[src/rtl/mod10_pkg.sv]
// -----------------------------------------------------------------------------
// mod10_pkg
//   Encodings shared by the mod-10 counter path: the 3-bit ctrl command word
//   understood by mod10_counter and the command-conditioner FSM states.
//   A helper maps a steady (non-command) state onto its ctrl code.
// -----------------------------------------------------------------------------
package mod10_pkg;

    localparam logic [2:0] CTRL_HOLD  = 3'b000;
    localparam logic [2:0] CTRL_UP    = 3'b001;
    localparam logic [2:0] CTRL_DOWN  = 3'b010;
    localparam logic [2:0] CTRL_LOAD  = 3'b011;
    localparam logic [2:0] CTRL_CLEAR = 3'b100;

    typedef enum logic [1:0] {
        S_HOLD = 2'd0,
        S_UP   = 2'd1,
        S_DN   = 2'd2,
        S_CMD  = 2'd3
    } state_t;

    // ctrl code of a steady state; S_CMD carries its own recorded code.
    function automatic logic [2:0] state_ctrl(input state_t s);
        case (s)
            S_UP:    return CTRL_UP;
            S_DN:    return CTRL_DOWN;
            default: return CTRL_HOLD;
        endcase
    endfunction

endpackage

[src/rtl/debounce_sync.sv]
// -----------------------------------------------------------------------------
// debounce_sync
//   One raw board input: 2-flop synchroniser, debouncer and rising-edge strobe.
//   The debounced level only follows the synchronised input after it has
//   disagreed with the current level for DB_CYCLES consecutive cycles.
// Ports
//   clk    in  1  system clock
//   rst    in  1  asynchronous reset, active high
//   din    in  1  raw asynchronous input
//   level  out 1  debounced level
//   rise   out 1  one-cycle strobe, high the cycle level goes 0->1
// -----------------------------------------------------------------------------
module debounce_sync #(
    parameter int DB_CYCLES = 1_000_000
) (
    input  logic clk,
    input  logic rst,
    input  logic din,
    output logic level,
    output logic rise
);

    localparam int CW = (DB_CYCLES > 1) ? $clog2(DB_CYCLES) : 1;
    localparam logic [CW-1:0] CNT_LAST = CW'(DB_CYCLES - 1);

    logic [1:0]    sync_reg;
    logic          level_reg;
    logic          rise_reg;
    logic [CW-1:0] cnt_reg;

    always_ff @(posedge clk or posedge rst) begin
        if (rst) begin
            sync_reg  <= '0;
            level_reg <= 1'b0;
            rise_reg  <= 1'b0;
            cnt_reg   <= '0;
        end else begin
            sync_reg <= {sync_reg[0], din};
            rise_reg <= 1'b0;
            if (sync_reg[1] == level_reg) begin
                // Any agreeing cycle restarts the stability window.
                cnt_reg <= '0;
            end else if (cnt_reg == CNT_LAST) begin
                // Clears at terminal, so the counter never wraps.
                cnt_reg   <= '0;
                level_reg <= sync_reg[1];
                rise_reg  <= sync_reg[1];
            end else begin
                cnt_reg <= cnt_reg + 1'b1;
            end
        end
    end

    assign level = level_reg;
    assign rise  = rise_reg;

endmodule

[src/rtl/mod10_cmd_conditioner.sv]
// -----------------------------------------------------------------------------
// mod10_cmd_conditioner
//   Conditions raw buttons/switches into the ctrl/inp command pair consumed by
//   mod10_counter. UP/DN presses toggle between counting and pause; LOAD and
//   CLEAR are stretched to CMD_HOLD cycles so the slow counter clock sees them.
// Ports
//   sys_clk  in  1  system clock, rising edge
//   rst_n    in  1  asynchronous reset, active HIGH (1 = reset)
//   btn_up   in  1  raw button: count up / pause
//   btn_dn   in  1  raw button: count down / pause
//   btn_ld   in  1  raw button: load switch value
//   btn_clr  in  1  raw button: clear counter
//   sw       in  4  raw switches: load value
//   ctrl     out 3  command word (see mod10_pkg CTRL_*)
//   inp      out 4  load value, captured on LOAD entry only
//   busy     out 1  high while a LOAD/CLEAR is being held
// -----------------------------------------------------------------------------
module mod10_cmd_conditioner
    import mod10_pkg::*;
#(
    parameter int DB_CYCLES = 1_000_000,
    parameter int CMD_HOLD  = 100_000_000
) (
    input  logic       sys_clk,
    input  logic       rst_n,
    input  logic       btn_up,
    input  logic       btn_dn,
    input  logic       btn_ld,
    input  logic       btn_clr,
    input  logic [3:0] sw,
    output logic [2:0] ctrl,
    output logic [3:0] inp,
    output logic       busy
);

    localparam int HW = (CMD_HOLD > 1) ? $clog2(CMD_HOLD) : 1;
    localparam logic [HW-1:0] HOLD_LAST = HW'(CMD_HOLD - 1);

    // Bits 0..3: up, dn, ld, clr buttons; bits 4..7: switches.
    logic [7:0] raw_in;
    logic [7:0] db_level;
    logic [7:0] db_rise;

    assign raw_in = {sw, btn_clr, btn_ld, btn_dn, btn_up};

    generate
        for (genvar gi = 0; gi < 8; gi++) begin : g_db
            debounce_sync #(
                .DB_CYCLES(DB_CYCLES)
            ) u_db (
                .clk   (sys_clk),
                .rst   (rst_n),
                .din   (raw_in[gi]),
                .level (db_level[gi]),
                .rise  (db_rise[gi])
            );
        end
    endgenerate

    // Buttons only matter as presses, switches only as levels.
    logic unused_db;
    assign unused_db = ^{db_level[3:0], db_rise[7:4]};

    logic       press_up, press_dn, press_ld, press_clr;
    logic [3:0] sw_db;

    assign press_up  = db_rise[0];
    assign press_dn  = db_rise[1];
    assign press_ld  = db_rise[2];
    assign press_clr = db_rise[3];
    assign sw_db     = db_level[7:4];

    state_t          state_reg, state_next;
    state_t          ret_reg, ret_next;
    logic [2:0]      code_reg, code_next;
    logic [2:0]      ctrl_reg, ctrl_next;
    logic [3:0]      inp_reg, inp_next;
    logic            busy_reg, busy_next;
    logic [HW-1:0]   hold_reg, hold_next;

    always_ff @(posedge sys_clk or posedge rst_n) begin
        if (rst_n) begin
            state_reg <= S_HOLD;
            ret_reg   <= S_HOLD;
            code_reg  <= CTRL_HOLD;
            ctrl_reg  <= CTRL_HOLD;
            inp_reg   <= '0;
            busy_reg  <= 1'b0;
            hold_reg  <= '0;
        end else begin
            state_reg <= state_next;
            ret_reg   <= ret_next;
            code_reg  <= code_next;
            ctrl_reg  <= ctrl_next;
            inp_reg   <= inp_next;
            busy_reg  <= busy_next;
            hold_reg  <= hold_next;
        end
    end

    always_comb begin
        state_next = state_reg;
        ret_next   = ret_reg;
        code_next  = code_reg;
        inp_next   = inp_reg;
        busy_next  = busy_reg;
        hold_next  = hold_reg;

        case (state_reg)
            S_CMD: begin
                // Presses are ignored here; simply run out the hold window.
                if (hold_reg == HOLD_LAST) begin
                    state_next = ret_reg;
                    busy_next  = 1'b0;
                    hold_next  = '0;
                end else begin
                    hold_next = hold_reg + 1'b1;
                end
            end
            default: begin
                // Priority clr > ld > dn > up; losers this cycle are dropped.
                if (press_clr) begin
                    state_next = S_CMD;
                    ret_next   = state_reg;
                    code_next  = CTRL_CLEAR;
                    busy_next  = 1'b1;
                    hold_next  = '0;
                end else if (press_ld) begin
                    state_next = S_CMD;
                    ret_next   = state_reg;
                    code_next  = CTRL_LOAD;
                    inp_next   = sw_db;
                    busy_next  = 1'b1;
                    hold_next  = '0;
                end else if (press_dn) begin
                    state_next = (state_reg == S_DN) ? S_HOLD : S_DN;
                end else if (press_up) begin
                    state_next = (state_reg == S_UP) ? S_HOLD : S_UP;
                end
            end
        endcase

        ctrl_next = (state_next == S_CMD) ? code_next : state_ctrl(state_next);
    end

    assign ctrl = ctrl_reg;
    assign inp  = inp_reg;
    assign busy = busy_reg;

endmodule

[config.mk]
export PLATFORM = sky130hd
export DESIGN_NAME = mod10_cmd_conditioner
export DESIGN_NICKNAME = d
export VERILOG_FILES = /design/src/rtl/mod10_pkg.sv /design/src/rtl/debounce_sync.sv /design/src/rtl/mod10_cmd_conditioner.sv
export SDC_FILE = /design/constraint.sdc
export NUM_CORES = 1
export LEC_CHECK = 0
export CAP_MARGIN = 15
export CORE_AREA = 3 3 144 146
export CTS_CLUSTER_DIAMETER = 100
export DETAILED_ROUTE_END_ITERATION = 8
export DIE_AREA = 0 0 147 149
export GPL_ROUTABILITY_DRIVEN = 0
export HOLD_SLACK_MARGIN = 0.03
export MAX_ROUTING_LAYER = met4
export PLACE_DENSITY = 0.71
export SYNTH_ARGS = -nofsm -noshare
export SYNTH_HDL_FRONTEND = slang
export SYNTH_SLANG_ARGS = --single-unit
[constraint.sdc]
create_clock -name sys_clk -period 9.14 [get_ports sys_clk]
set_input_delay 1.371 -clock sys_clk [delete_from_list [all_inputs] [get_ports sys_clk]]
set_output_delay 1.371 -clock sys_clk [all_outputs]
set_load 0.01 [all_outputs]
# == After elaboration in Yosys (flattened, before gate mapping) ==
# Cells that the tools add are included.
# classes
n_eq_ne,24
reduce_logical,13
mux,47
add_sub_neg,9
bitwise_logic,10
# ops
cell,count
2-to-1 mux 20 bit,16
adder 20 x 1 -> 20 bit (second input constant),8
== test 20 bit (second input constant),8
2-to-1 mux 27 bit,4
adder 27 x 1 -> 27 bit (second input constant),1
== test 27 bit (second input constant),1
AND reduction 2 bit,10
2-to-1 mux 2 bit,9
2-to-1 mux 1 bit,13
2-to-1 mux 3 bit,4
inverter 1 bit,10
== test 1 bit,8
== test 2 bit (second input constant),4
== test 2 x 1 -> 1 bit (second input constant),2
case mux 2 bit (2 select lines),1
AND reduction 3 bit,1
nonzero test 3 bit,1
!= test 2 bit (second input constant),1
nonzero test 2 bit,1
# totals
in_bits,10
word_cells,138
output_inout_bits,8
register_bits,230

# == Longest topological paths before layout ==
# depth
ltp_word,10
mapped_depth,8
mapped_depth_nobuf,7

# == By module ==
# Synthesis repeated with hierarchy kept, for this count alone.
# unflattened
cells_unflattened,1098
area_unflattened_um2,11696.2
# by_module_without_submodules
mod,cells_per_inst,n_inst,area_per_inst_um2,seq_area_each_um2
debounce_sync,108,8,1188.6,600.6
mod10_cmd_conditioner,234,1,2187.1,1051.0

# == Worst setup path after synthesis ==
# No wires, ideal clock.
# synth_path
kind,register to register
start,reg hold_reg[17]
end,reg hold_reg[20]
t_arrival_ns,1.893
path_buffers,1
path_slack_ns,7.129
path_stages_with_launch,7
required_ns,9.022
period_less_slack_ns,2.011
setup_time_ns,0.118
path_cell_list,dfrtp_1 > or4_4 > nor4_4 > a21oi_2 > buf_6 > a32o_1 > a21o_1
# synth_via
elab_chain_cells,3
word_cells_on_any_way,4
classes_between,1 x add/sub; 1 x eq/ne; 2 x mux
# synth_lines
element,line,rtl
"start, declared",mod10_cmd_conditioner.sv:79,"logic [HW-1:0] hold_reg, hold_next;"
"start signal, assigned",mod10_cmd_conditioner.sv:97,hold_reg <= hold_next;
adder 27 x 1 -> 27 bit / == test 27 bit (equally long branches),"mod10_cmd_conditioner.sv:117, mod10_cmd_conditioner.sv:112",
2-to-1 mux 27 bit *,mod10_cmd_conditioner.sv:112,if (hold_reg == HOLD_LAST) begin
2-to-1 mux 27 bit *,mod10_cmd_conditioner.sv:109,case (state_reg)
# Every way passes the cells marked *; elsewhere a longest branch is shown, timed or not.
# A chain may end at the register's enable or synchronous reset.

==> impl_metrics.toml <==
[status]
outcome = "completed"

[timing]
fmax_mhz = 332
finalHoldViolCount = 0
tns_ns = 0
setup_ws_ns = 6.13
worst_clock_skew_ns = 0.0109
finalCritPeriodShare = 0.329
setup_violations = 0
rsz0062_at_grt = "false"
drv_slew = 0
maxSlewHeadroom = 0.337
period_minus_slack_ns = 3.01
tightest_slew_ns = 0.995

[power_and_ir_drop]
power_density_nw_per_um2 = 177
p_int_mw = 1.69
power_frac_seq = 0.490
p_leak_nw = 5.17
power.share.combinational = 0.024
pwr-share-clk = 0.486
swShare = 0.206
peakVddDrop_uv = 172
p_sw_mw = 0.438

[routing]
first_iter_violations = 431
wl_per_cell_um = 13.7
viasPerCell = 5.44
firstDrtPassIters = 5
vias = 7431
routed_wl_um = 18700
drcViolationCount = 0
ant_nets = 0

[cts]
clockBufferDepth = 3
cts.clk_slew.worst_paths_ns = 0.06
cts_root_buf = "clkbuf_16"
cts-resized-gates = 0
numClockSinks = 230
cts_tree = "yes"
postCtsSetupBuffers = 0
cts_hold_buf = 0
insertion_delay_ns = 0.52
htree_levels = 1
numCtsBuffers = 25

[logic_synthesis]
netlist_area_sq_um = 10800
postSynthAreaPerCell_sq_um = 10.1
synth_top_area_frac = 0.535
ys_ff_latch = 230
synth_cell_types = 54
synth.largest_area_cell = "dfrtp_1"
synth_area_leaders = "dfrtp_1 54%, xnor2_1 7.3%, nor2_1 7.2%"
yosysWarnings = 0
ys_seq_area_frac = 0.535
synthArstFlopShare = 1.00
synth_fp_nets = 1085
netlist_top_cells_count = "230 x dfrtp_1, 205 x nor2_1, 90 x xnor2_1"
synth_most_common_cell = "dfrtp_1"
synth-edff-count = 0
synthCells = 1066
ys.flop_type = "dfrtp_1"

[global_routing]
grt_usage = 0.183
grt_pass1_wl_um = 33700
grt_max_degree = 153
antenna_found_initial = 0
gr-total-overflow = 0
grt_pass1_vias = 7335

[setup_path]
cp.arrival_ns = 3.51
critPathLaunchType = "input pin"
cp_max_fo = 152
worst_path_largest_cell_delay_ns = 0.88
critical_path_class = "in -> async"
cp.required_ns = 9.64
endpoint_kind = "async pin"
reg2reg_slack_ns = 6.67
critPathTopFamily = "buffers and inverters"
cpMaxStageDelayCell = "buf_4"
critPathBufInv = 3
cp_cell_sequence = "clkdlybuf4s50_1, inv_8, buf_4"

[die]
io_pins = 18
initial_core_util = 0.551
num_rows = 51
die_y_um = 149
core-area_sq_um = 19500
die_area_sq_um = 21900
dieWidth_um = 147

[min_path]
hold_path_class = "reg -> reg"

[final_layout]
areaGrowthSynthToFinish_pct = 11.6
fillers = 1673
seqCellArea_sq_um = 5760
diodes = 0
multiInputGateArea_sq_um = 4770
largest_register_ff_count = 160
drive_gt1_frac = 0.0626
nets = 1105

[place]
hpwl_um = 12000
place_ws_ns = 5.41
port_buffers = 17

[flow_run]
max_cap_violations = 0
==> cells in the final DEF (no fill, tap or decap), drive strengths merged, types with 11 or more instances in the layout <==
cell type        n
inv             27
nor2           205
a21oi           15
nor4            21
clkdlybuf4s50   17
nand2           67
nand4           39
dfrtp          230
xor2            63
and2            11
o21ai           16
nor3            26
clkbuf          36
nand3           71
and3            39
xnor2           90
and4            20
mux2            12
==> path summary, 6_finish.rpt <==
| path | end | startpoint | cells past startpoint |
|---|---|---|---|
| max reg2reg | hold_reg[18]$_DFFE_PP0P_ | hold_reg[0]$_DFFE_PP0P_ | 7 |
| min reg2reg | g_db[0].u_db.sync_reg[1]$_DFF_PP0_ | g_db[0].u_db.sync_reg[0]$_DFF_PP0_ | 0 |
| max in group sys_clk | busy | busy$_DFFE_PP0P_ | 1 |
| max | g_db[0].u_db.cnt_reg[19]$_DFF_PP0_ | rst_n | 3 |
| min in group asynchronous | ctrl[2]$_DFF_PP0_ | rst_n | 2 |
| min | g_db[0].u_db.sync_reg[1]$_DFF_PP0_ | g_db[0].u_db.sync_reg[0]$_DFF_PP0_ | 0 |
==> stage by stage <==
stage	hold WS, ns	cell area, sq um	total power, mW	std cells	utilization
after floorplan	0.331	10800	1.10	1066	-
after global placement	0.332	11200	1.11	1324	0.571
after detailed placement	0.335	11200	1.11	1324	0.571
after CTS	0.345	12000	2.16	1367	0.615
after global routing	0.350	12000	2.21	1367	0.615
final	0.347	12000	2.13	1367	0.615
==> worst register-to-register path, stage by stage (launching register included) <==
cell and delay [ns]:
dfrtp_1 0.44, ha_1 0.26, nand3_1 0.28, nor4_2 0.13, a21oi_2 0.52, buf_4 0.34, or2b_1 0.26, a31oi_1 0.17
==> kinds of logic after synthesis <==
logic type / count (synthesis) / synth area share
and+or+nand+nor: 544 / 0.256
DFF: 230 / 0.535
xor gates and xnor gates: 153 / 0.125
AOI/OAI and AO/OA: 64 / 0.0384
buffers and inverters: 52 / 0.0216
muxes: 14 / 0.0144
adders and majority gates: 9 / 0.0105
==> layer usage <==
layer	GRT usage	vias to the layer above	share of wire
li1	-	3712	-
met1	0.243	3612	0.47
met2	0.302	77	0.48
met3	0.0267	30	0.030
met4	0.0457	0	0.019
met5	-	-	0
==> power groups by stage <==
stage,clock (mW),sequential [mW],combinational [mW]
2_1_floorplan,0,1.06,0.0395
3_3_place_gp,0,1.06,0.0532
3_5_place_dp,0,1.06,0.0544
4_1_cts,1.06,1.04,0.0547
5_1_grt,1.10,1.04,0.0617
6_report,1.03,1.04,0.0519
==> cell type report <==
cell class,count,area share
clock buffers,36,0.0614
clock inverters,7,0.0101
inverters,25,0.00844
multi-input cells,784,0.397
flip-flops and latches,230,0.479
well taps,265,0.0276
repair buffers,20,0.0160
(Power assumes the default switching activity.)
